File: config.mk
export PLATFORM = sky130hd
export DESIGN_NAME = acc_mac_responder_flat
export DESIGN_NICKNAME = d
export VERILOG_FILES = /design/src/rtl/acc_mac_pkg.sv /design/src/rtl/acc_mac_responder_if.sv /design/src/rtl/acc_resp_fifo.sv /design/src/rtl/acc_mac_responder.sv /design/src/flat_wrapper.sv
export SDC_FILE = /design/constraint.sdc
export NUM_CORES = 1
export LEC_CHECK = 0
export ABC_AREA = 0
export BUFFER_PORTS_ARGS = -buffer_cell sky130_fd_sc_hd__buf_2
export CORE_MARGIN = 2
export CORE_UTILIZATION = 25
export CTS_CLUSTER_SIZE = 8
export DETAILED_ROUTE_END_ITERATION = 10
export GPL_TIMING_DRIVEN = 0
export PLACE_DENSITY = 0.39
export SLEW_MARGIN = 40
export SYNTH_ARGS = -nofsm -noshare
export SYNTH_HDL_FRONTEND = slang
export SYNTH_SLANG_ARGS = --single-unit
File: constraint.sdc
create_clock -name clk_i -period 10.8 [get_ports clk_i]
set_input_delay 2.16 -clock clk_i [delete_from_list [all_inputs] [get_ports clk_i]]
set_output_delay 2.16 -clock clk_i [all_outputs]
set_load 0.03 [all_outputs]
File: src/rtl/acc_mac_pkg.sv
// Shared constants and types for the custom-0 accelerator responder.
// Pure declarations; no logic, no latency, no flow control.
package acc_mac_pkg;

    localparam logic [6:0] AccOpcode = 7'b0001011;

    typedef enum logic [2:0] {
        FnAdd = 3'd0,
        FnSub = 3'd1,
        FnMac = 3'd2
    } funct_e;

    typedef enum logic {
        Idle = 1'b0,
        Exec = 1'b1
    } state_e;

    // Packed width of a response entry {data, id, error}.
    function automatic int resp_width(input int data_w, input int id_w);
        return data_w + id_w + 1;
    endfunction

endpackage

File: src/rtl/acc_mac_responder_if.sv
// Request (Q) / response (P) channels of the accelerator bus.
// Valid/ready on both channels; the master drives Q and sinks P.
interface acc_mac_responder_if #(
    parameter int unsigned DataWidth    = 32,
    parameter int unsigned AccAddrWidth = 5,
    parameter int unsigned IdWidth      = 5
);
    logic [AccAddrWidth-1:0] q_addr;
    logic [31:0]             q_data_op;
    logic [DataWidth-1:0]    q_data_arga;
    logic [DataWidth-1:0]    q_data_argb;
    logic [DataWidth-1:0]    q_data_argc;
    logic [IdWidth-1:0]      q_id;
    logic                    q_valid;
    logic                    q_ready;

    logic [DataWidth-1:0]    p_data;
    logic [IdWidth-1:0]      p_id;
    logic                    p_error;
    logic                    p_valid;
    logic                    p_ready;

    modport master (
        output q_addr, q_data_op, q_data_arga, q_data_argb, q_data_argc, q_id, q_valid,
        input  q_ready,
        input  p_data, p_id, p_error, p_valid,
        output p_ready
    );

    modport slave (
        input  q_addr, q_data_op, q_data_arga, q_data_argb, q_data_argc, q_id, q_valid,
        output q_ready,
        output p_data, p_id, p_error, p_valid,
        input  p_ready
    );

endinterface

File: src/rtl/acc_resp_fifo.sv
// Non-fallthrough response FIFO: head is registered storage, zero while empty.
// Push lands in the cycle after the edge; pop on a non-empty FIFO; push on full only with a pop.
module acc_resp_fifo #(
    parameter int unsigned Width = 8,
    parameter int unsigned Depth = 2
) (
    input  logic             clk_i,
    input  logic             rst_ni,
    input  logic             push,
    input  logic [Width-1:0] wdata,
    input  logic             pop,
    output logic [Width-1:0] rdata,
    output logic             full,
    output logic             empty
);
    localparam int unsigned PtrW = (Depth > 1) ? $clog2(Depth) : 1;
    localparam int unsigned CntW = $clog2(Depth + 1);

    logic [Width-1:0] mem [Depth];
    logic [PtrW-1:0]  wr_ptr_q, rd_ptr_q;
    logic [CntW-1:0]  cnt_q;
    logic             push_ok, pop_ok;

    // Wrap explicitly so non-power-of-two depths work.
    function automatic logic [PtrW-1:0] ptr_inc(input logic [PtrW-1:0] p);
        return (p == PtrW'(Depth - 1)) ? '0 : p + PtrW'(1);
    endfunction

    assign empty   = (cnt_q == '0);
    assign full    = (cnt_q == CntW'(Depth));
    assign pop_ok  = pop && !empty;
    assign push_ok = push && (!full || pop_ok);
    assign rdata   = empty ? '0 : mem[rd_ptr_q];

    always_ff @(posedge clk_i) begin
        if (push_ok) begin
            mem[wr_ptr_q] <= wdata;
        end
    end

    always_ff @(posedge clk_i) begin
        if (!rst_ni) begin
            wr_ptr_q <= '0;
            rd_ptr_q <= '0;
            cnt_q    <= '0;
        end else begin
            if (push_ok) begin
                wr_ptr_q <= ptr_inc(wr_ptr_q);
            end
            if (pop_ok) begin
                rd_ptr_q <= ptr_inc(rd_ptr_q);
            end
            if (push_ok && !pop_ok) begin
                cnt_q <= cnt_q + CntW'(1);
            end else if (pop_ok && !push_ok) begin
                cnt_q <= cnt_q - CntW'(1);
            end
        end
    end

endmodule

File: src/rtl/acc_mac_responder.sv
// Executes offloaded custom-0 ADD/SUB/MAC and returns in-order responses via a FIFO.
// ADD/SUB/error: response 2 cycles after accept, MAC: DataWidth+1; Q stalls while busy or FIFO full.
module acc_mac_responder
    import acc_mac_pkg::*;
#(
    parameter int unsigned DataWidth    = 32,
    parameter int unsigned AccAddrWidth = 5,
    parameter int unsigned IdWidth      = 5,
    parameter int unsigned AccAddr      = 0,
    parameter int unsigned RespDepth    = 2
) (
    input  logic               clk_i,
    input  logic               rst_ni,
    acc_mac_responder_if.slave bus
);
    localparam int unsigned CntW  = $clog2(DataWidth);
    localparam int unsigned RespW = resp_width(DataWidth, IdWidth);

    typedef struct packed {
        logic [DataWidth-1:0] data;
        logic [IdWidth-1:0]   id;
        logic                 error;
    } resp_t;

    state_e               state_q, state_d;
    logic [CntW-1:0]      cnt_q;
    logic [DataWidth-1:0] a_q, b_q, acc_q;
    logic [IdWidth-1:0]   id_q;
    funct_e               funct_q;
    logic                 err_q, suppress_q;

    logic [6:0]           opcode;
    logic [2:0]           funct3;
    logic [4:0]           rd;
    logic                 dec_err;
    logic                 unused_op_bits;

    logic                 q_rdy, q_hs, push, last;
    logic [DataWidth-1:0] acc_nxt, result;
    resp_t                push_resp, head;
    logic [RespW-1:0]     fifo_rdata;
    logic                 fifo_full, fifo_empty;

    assign opcode         = bus.q_data_op[6:0];
    assign rd             = bus.q_data_op[11:7];
    assign funct3         = bus.q_data_op[14:12];
    assign unused_op_bits = ^bus.q_data_op[31:15];

    assign dec_err = (opcode != AccOpcode) || (funct3 > 3'd2) ||
                     (bus.q_addr != AccAddrWidth'(AccAddr));

    // One multiplier bit per cycle: b shifts right, a shifts left, accumulator starts at c.
    assign acc_nxt = acc_q + (b_q[0] ? a_q : '0);
    assign last    = err_q || (funct_q != FnMac) || (cnt_q == CntW'(DataWidth - 1));

    always_comb begin
        result = '0;
        if (!err_q) begin
            unique case (funct_q)
                FnAdd:   result = a_q + b_q;
                FnSub:   result = a_q - b_q;
                FnMac:   result = acc_nxt;
                default: result = '0;
            endcase
        end
    end

    always_comb begin
        state_d = state_q;
        q_rdy   = 1'b0;
        push    = 1'b0;
        unique case (state_q)
            Idle: begin
                q_rdy = rst_ni && !fifo_full;
                if (bus.q_valid && q_rdy) begin
                    state_d = Exec;
                end
            end
            Exec: begin
                if (last) begin
                    push    = !suppress_q;
                    state_d = Idle;
                end
            end
            default: state_d = Idle;
        endcase
    end

    assign bus.q_ready = q_rdy;
    assign q_hs        = bus.q_valid && q_rdy;

    always_ff @(posedge clk_i) begin
        if (!rst_ni) begin
            state_q <= Idle;
        end else begin
            state_q <= state_d;
        end
    end

    always_ff @(posedge clk_i) begin
        if (!rst_ni) begin
            cnt_q      <= '0;
            a_q        <= '0;
            b_q        <= '0;
            acc_q      <= '0;
            id_q       <= '0;
            funct_q    <= FnAdd;
            err_q      <= 1'b0;
            suppress_q <= 1'b0;
        end else if (q_hs) begin
            cnt_q      <= '0;
            a_q        <= bus.q_data_arga;
            b_q        <= bus.q_data_argb;
            acc_q      <= bus.q_data_argc;
            id_q       <= bus.q_id;
            funct_q    <= dec_err ? FnAdd : funct_e'(funct3);
            err_q      <= dec_err;
            suppress_q <= !dec_err && (rd == 5'd0);
        end else if (state_q == Exec && funct_q == FnMac && !err_q) begin
            acc_q <= acc_nxt;
            a_q   <= a_q << 1;
            b_q   <= b_q >> 1;
            cnt_q <= last ? '0 : cnt_q + CntW'(1);
        end
    end

    assign push_resp.data  = result;
    assign push_resp.id    = id_q;
    assign push_resp.error = err_q;

    acc_resp_fifo #(
        .Width (RespW),
        .Depth (RespDepth)
    ) u_resp_fifo (
        .clk_i  (clk_i),
        .rst_ni (rst_ni),
        .push   (push),
        .wdata  (push_resp),
        .pop    (bus.p_valid && bus.p_ready),
        .rdata  (fifo_rdata),
        .full   (fifo_full),
        .empty  (fifo_empty)
    );

    assign head        = fifo_rdata;
    assign bus.p_valid = !fifo_empty;
    assign bus.p_data  = head.data;
    assign bus.p_id    = head.id;
    assign bus.p_error = head.error;

endmodule

File: src/flat_wrapper.sv
// flat-port wrapper written by rule: the top's interface ports become plain ports
module acc_mac_responder_flat import acc_mac_pkg::*;
#(
    parameter int unsigned DataWidth    = 32,
    parameter int unsigned AccAddrWidth = 5,
    parameter int unsigned IdWidth      = 5,
    parameter int unsigned AccAddr      = 0,
    parameter int unsigned RespDepth    = 2
)
  (clk_i, rst_ni, bus_q_addr, bus_q_data_op, bus_q_data_arga, bus_q_data_argb, bus_q_data_argc, bus_q_id, bus_q_valid, bus_q_ready, bus_p_data, bus_p_id, bus_p_error, bus_p_valid, bus_p_ready);
  acc_mac_responder_if #(.DataWidth(DataWidth), .AccAddrWidth(AccAddrWidth), .IdWidth(IdWidth)) bus_i ();
  input  logic clk_i;
  input  logic rst_ni;
  input wire logic [$bits(bus_i.q_addr)-1:0] bus_q_addr;
  input wire logic [$bits(bus_i.q_data_op)-1:0] bus_q_data_op;
  input wire logic [$bits(bus_i.q_data_arga)-1:0] bus_q_data_arga;
  input wire logic [$bits(bus_i.q_data_argb)-1:0] bus_q_data_argb;
  input wire logic [$bits(bus_i.q_data_argc)-1:0] bus_q_data_argc;
  input wire logic [$bits(bus_i.q_id)-1:0] bus_q_id;
  input wire logic [$bits(bus_i.q_valid)-1:0] bus_q_valid;
  output wire logic [$bits(bus_i.q_ready)-1:0] bus_q_ready;
  output wire logic [$bits(bus_i.p_data)-1:0] bus_p_data;
  output wire logic [$bits(bus_i.p_id)-1:0] bus_p_id;
  output wire logic [$bits(bus_i.p_error)-1:0] bus_p_error;
  output wire logic [$bits(bus_i.p_valid)-1:0] bus_p_valid;
  input wire logic [$bits(bus_i.p_ready)-1:0] bus_p_ready;
  assign bus_i.q_addr = bus_q_addr;
  assign bus_i.q_data_op = bus_q_data_op;
  assign bus_i.q_data_arga = bus_q_data_arga;
  assign bus_i.q_data_argb = bus_q_data_argb;
  assign bus_i.q_data_argc = bus_q_data_argc;
  assign bus_i.q_id = bus_q_id;
  assign bus_i.q_valid = bus_q_valid;
  assign bus_q_ready = bus_i.q_ready;
  assign bus_p_data = bus_i.p_data;
  assign bus_p_id = bus_i.p_id;
  assign bus_p_error = bus_i.p_error;
  assign bus_p_valid = bus_i.p_valid;
  assign bus_i.p_ready = bus_p_ready;
  acc_mac_responder #(.DataWidth(DataWidth), .AccAddrWidth(AccAddrWidth), .IdWidth(IdWidth), .AccAddr(AccAddr), .RespDepth(RespDepth)) u_core (.clk_i(clk_i), .rst_ni(rst_ni), .bus(bus_i));
endmodule
## Yosys cells after proc, flatten, opt, wreduce, memory -nomap -nowiden

Memory sizes are Yosys's and may differ from the RTL's. A register that Yosys moved wholly into a read port is not among the register bits.
Cells that the tools add are included.

- Flip-flop bits (word level): 116
- Memory bits (writable): 76
- Bits of input ports: 142
- Output and inout bits: 40
- Word-level logic and storage cells: 86
- Memories: 1

- $add $sub $neg: 8
- $lt $le $gt $ge: 1
- Eq/ne operators: 6
- Multiplexer cells: 26
- Bitwise logic cells: 2
- Reduce and logical (&&, ||, !) cells: 30

Memories:

| name | words | width | read ports | clocked after memory_dff | wr ports | RTL line | source |
|---|---|---|---|---|---|---|---|
| u_core.u_resp_fifo.mem | 2 | 38 | 1 | 1 | 1 | acc_resp_fifo.sv:19 | `logic [Width-1:0] mem [Depth];` |

Operator list:

| cell | number |
|---|---|
| 32-bit two-way mux | 8 |
| 32-bit one-hot mux with 3 select lines | 1 |
| 32-bit adder | 2 |
| 38-bit two-way mux | 1 |
| 32-bit subtractor | 1 |
| 1-bit logical AND | 11 |
| 1-bit two-way mux | 11 |
| 1-bit logical NOT | 7 |
| 7-bit by 4-bit inequality test with 1-bit output (second input constant) | 1 |
| 5-bit by 1-bit adder with 5-bit output (second input constant) | 1 |
| 5-bit == test (second input constant) | 1 |
| 5-bit logical NOT | 1 |
| 1-bit logical OR | 5 |
| 5-bit two-way mux | 1 |
| 5-bit nonzero test | 1 |
| 2-bit two-way mux | 2 |
| 2-bit nonzero test | 2 |
| 3-bit by 1-bit == test with 1-bit output (second input constant) | 1 |
| 3-bit by 2-bit == test with 1-bit output (second input constant) | 1 |
| 3-bit by 2-bit > comparator with 1-bit output (second input constant) | 1 |
| 3-bit logical NOT | 1 |
| 3-bit two-way mux | 1 |
| 3-bit by 2-bit inequality test with 1-bit output (second input constant) | 1 |
| 1-bit adder (second input constant) | 2 |
| 7 further kinds | 8 |

## Depth between registers and ports, before layout

- Word-level depth: 10
- Depth in mapped cells: 19
- Depth with buffers taken out: 18

## Hierarchy

A second synthesis with hierarchy kept.

- Cell total of the unflattened synthesis: 1,342
- Area total of the unflattened synthesis: 12,041.5 sq um

By module, submodules not included:

| module | times used | cells an instance | area each (sq um) | sequential area each (sq um) |
|---|---|---|---|---|
| acc_mac_responder | 1 | 1,157 | 8,952.3 | 2,242.2 |
| acc_resp_fifo | 1 | 185 | 3,089.2 | 2,382.3 |

## Worst setup path after synthesis

No wires, ideal clock.

- Kind: input-to-output
- Start point: in rst_ni
- End point: out bus_q_ready
- Arrival time: 2.503 ns
- Required time: 8.640 ns
- Setup slack: 6.137 ns
- Cell stages on the path: 1
- Buffers on the path: 0
- Cell sequence: and3b_1

- Cells in the longest elaborated chain, start to end: 2

Ends and longest elaborated chain:

| what | RTL line | source |
|---|---|---|
| from (decl) | flat_wrapper.sv:13 | `input logic rst_ni;` |
| 1-bit logical AND | acc_mac_responder.sv:74 | `q_rdy = rst_ni && !fifo_full;` |
| 1-bit two-way mux | acc_mac_responder.sv:72 | `unique case (state_q)` |
| to (decl) | flat_wrapper.sv:21 | `output wire logic [$bits(bus_i.q_ready)-1:0] bus_q_ready;` |

No other way between the ends.

## Worst setup path after layout

Ends and elaborated chain as after synthesis.

==> metrics.md <==
| Metric | Value |
|---|---|
| Status | `completed` |
| Synthesis-to-finish area growth | `19.0%` |
| Most frequent cells in the layout | `170 x nor2_1, 168 x buf_2, 132 x nand2_1` |
| Synthesized Nets | `1570` |
| Via/cell ratio | `4.90` |
| Die area | `49800 sq um` |
| Synth unique cells | `70` |
| Port-buffer cells | `164` |
| Setup repair bufs after CTS | `0` |
| CP required | `8.64 ns` |
| Clock-pin slew on the worst setup and hold paths | `0.07 ns` |
| Max-cap violations | `0` |
| Worst-path cell chain | `buf_2 -> and3b_1 -> buf_2` |
| Max-slew violation count | `0` |
| Pwr dens | `197 nW/um^2` |
| Seq/Total Area, Yosys | `0.385` |
| Most common cell after layout, fill and taps aside | `nor2_1` |
| Final Cycle Share | `0.468` |
| Number of global-route vias before repair | `10500` |
| Layout cells sized above 1 | `0.148` |
| Crit Path Category | `input pin to output pin` |
| Net count reported at finish | `1756` |
| Post-route ant nets | `0` |
| Worst r2r src | `u_core.b_q[0]` |
| Flop2flop setup slack | `5.85 ns` |
| Synth top area share | `0.195` |
| CTS resizes | `0` |
| Post-synth EDFFs | `76` |
| Largest net degree at the start of global routing | `23` |
| Final TNS setup | `0 ns` |
| Core Area | `47500 sq um` |
| Worst Tran Pin Value | `0.845 ns` |
| Syn avg cell area | `8.83 sq um` |
| CP bufs+invs | `2` |
| Initial DRC Count | `between 500 and 600` |
| Synth area leaders | `dfxtp_1 20%, edfxtp_1 19%, ha_1 7.0%` |
| CP max stage cell | `and3b_1` |
| Initial antenna violation count | `1` |
| Die Y | `223 um` |
| Final Critical Period | `slightly above 5 ns` |
| Hold Crit Endpoint | `u_core.u_resp_fifo.mem[1][4]` |
| Hold buffers post-CTS | `0` |
| Avg WL per Cell | `20.5 um` |
| Final Setup Violations | `0` |
| Hold path start | `u_core.id_q[3]` |
| Slowest stage delay, CP | `about 0.29 ns` |
| Clk_lat worst skew | `0.45 ns` |
| Critical path arrival | `2.89 ns` |
| Dominant synthesized flop cell | `dfxtp_1` |
| Yosys warns | `0` |
| Clock Skews | `0.0155 ns` |
| Post-Synthesis Cell Area | `12000 sq um` |
| First-pass GRT wire length | `66600 um` |
| Relative slew slack | `0.437` |
| P_leak | `approximately 5.7 nW` |
| Hold/Removal Path Class | `flip-flop to flip-flop` |
| FP Rows | `80` |
| Root Driver | `clkbuf_16` |
| Via count | `10600` |
| Reg2Reg Depth | `19` |
| Worst Hold Depth | `0` |
| Max Clk Rate | `198 MHz` |
| Die Wd | `223 um` |
| Unrepaired setup endpoints after global routing | `no` |
| Fin. Hold Viols | `0` |
| Finished Layout Cells | `2173` |
| CP dominant cell by count | `buf_2` |
| Delay-heaviest family, CP | `buffers and inverters` |
| Crit start category | `input pin` |
| Worst r2r dst | `u_core.u_resp_fifo.mem[1][35]` |
| Routability Congestion | `0.876` |
| Cells after Synth | `roughly 1400` |
| DRC viols | `0` |
| Worst-path maximum fanout | `7` |
| Final wirelength | `between 40000 and 50000 um` |
| TritonCTS sink count | `193` |
| H-tree levels | `4` |
| Drt pass-1 iters | `5` |
| Ports | `182` |
| Ant. Diodes | `0` |
| Final hold slack | `between 0.4 and 0.5 ns` |
| Initial Utilization | `0.252` |
| GRT Residual Overflow | `0` |
| VDD IR max | `0.0000805 V` |
| CTS tree | `done` |
| Crit. End Element | `output pin` |
| Num CTS Buffers | `17` |
| Flops & latches, synth | `about 190` |
| GRT Total Usage | `0.181` |
| Async S/R FF share, synth | `0` |
| Yosys top cell by area | `dfxtp_1` |
| # placed instances | `2141` |
| Maximum clock insertion buffer count | `2` |
| Hpwl dp | `35800 um` |
==> kinds of logic after synthesis <==
| group | count (synthesis) | synth area share |
|---|---|---|
| buffers and inverters | 103 | 0.0345 |
| flip-flops | 193 | 0.385 |
| XOR/XNOR | 85 | 0.0620 |
| AO/OA/AOI/OAI | 417 | 0.240 |
| AND/OR/NAND/NOR | 452 | 0.171 |
| multiplexers | 40 | 0.0334 |
| adder cells (fa/ha/maj) | 69 | 0.0732 |
==> worst max-delay path by stage <==
| stage | cells past startpoint | from | slack, ns | end |
|---|---|---|---|---|
| after floorplan | 1 | rst_ni | 6.14 | bus_q_ready |
| after global placement | 3 | bus_p_ready | 5.05 | u_core.u_resp_fifo.mem[0][11] |
| after CTS | 3 | rst_ni | 5.72 | bus_q_ready |
| final | 3 | rst_ni | 5.75 | bus_q_ready |
| after global routing | 18 | u_core.b_q[0] | 5.47 | u_core.u_resp_fifo.mem[1][35] |
| after detailed placement | 3 | rst_ni | 5.73 | bus_q_ready |
==> where the power goes <==
part	switching [mW]	internal, mW	total, mW
Combinational	0.770	0.405	1.17
Clock	0.314	0.362	0.676
Sequential	0.0721	0.896	0.968
Total	1.16	1.66	2.82
==> flip-flops by register name, indices dropped and copies added (netlist names), named ones only <==
name,flops
u_core.u_resp_fifo.mem,76
u_core.a_q,32
u_core.acc_q,32
u_core.b_q,32
u_core.cnt_q,5
u_core.id_q,5
u_core.funct_q,3
u_core.u_resp_fifo.cnt_q,2
u_core.err_q,1
u_core.state_q,1
u_core.suppress_q,1
u_core.u_resp_fifo.rd_ptr_q,1
u_core.u_resp_fifo.wr_ptr_q,1
==> Yosys cell counts (10+ instances only) <==
| cell type | number |
|---|---|
| nor3_1 | 21 |
| a21boi_0 | 46 |
| xor2_1 | 37 |
| nand3_1 | 22 |
| inv_1 | 23 |
| a22o_1 | 15 |
| o31ai_1 | 12 |
| o21ai_0 | 66 |
| ha_1 | 67 |
| edfxtp_1 | 76 |
| nand2_1 | 132 |
| clkbuf_1 | 69 |
| xnor2_1 | 48 |
| a21o_1 | 26 |
| a21oi_1 | 79 |
| a22oi_1 | 45 |
| a31oi_1 | 10 |
| and2_1 | 43 |
| mux2i_1 | 40 |
| o21a_1 | 10 |
| o221ai_1 | 40 |
| nor2_1 | 172 |
| dfxtp_1 | 117 |
==> per-layer routing <==
layer / GRT usage / part of all wire
met1: 0.257 / 0.49
met5: 0 / 0
met4: 0.0418 / 0.015
met2: 0.291 / 0.46
met3: 0.0238 / 0.041
==> metrics by stage <==
stage | total power [mW] | setup slack, ns | instance area (sq um) | utilization
after CTS | 2.85 | 5.72 | 14300 | 0.300
final | 2.82 | 5.75 | 14300 | 0.300
after global placement | 2.15 | 5.05 | 13600 | 0.286
after floorplan | 1.76 | 6.14 | 12000 | -
after detailed placement | 2.17 | 5.73 | 13700 | 0.288
after global routing | 3.00 | 5.47 | 14300 | 0.300
==> final cells by class <==
| class | instances | area, sq um |
|---|---|---|
| fill | 5096 | 33300 |
| multi-input combinational | 1063 | 6990 |
| clock buffer | 20 | 458 |
| inverter | 23 | 86.3 |
| timing repair buffer | 167 | 883 |
| sequential | 193 | 4620 |
| tap | 615 | 769 |
| clock inverter | 12 | 144 |
| buffer | 80 | 330 |
No activity file was read; power rests on OpenSTA's default activity.
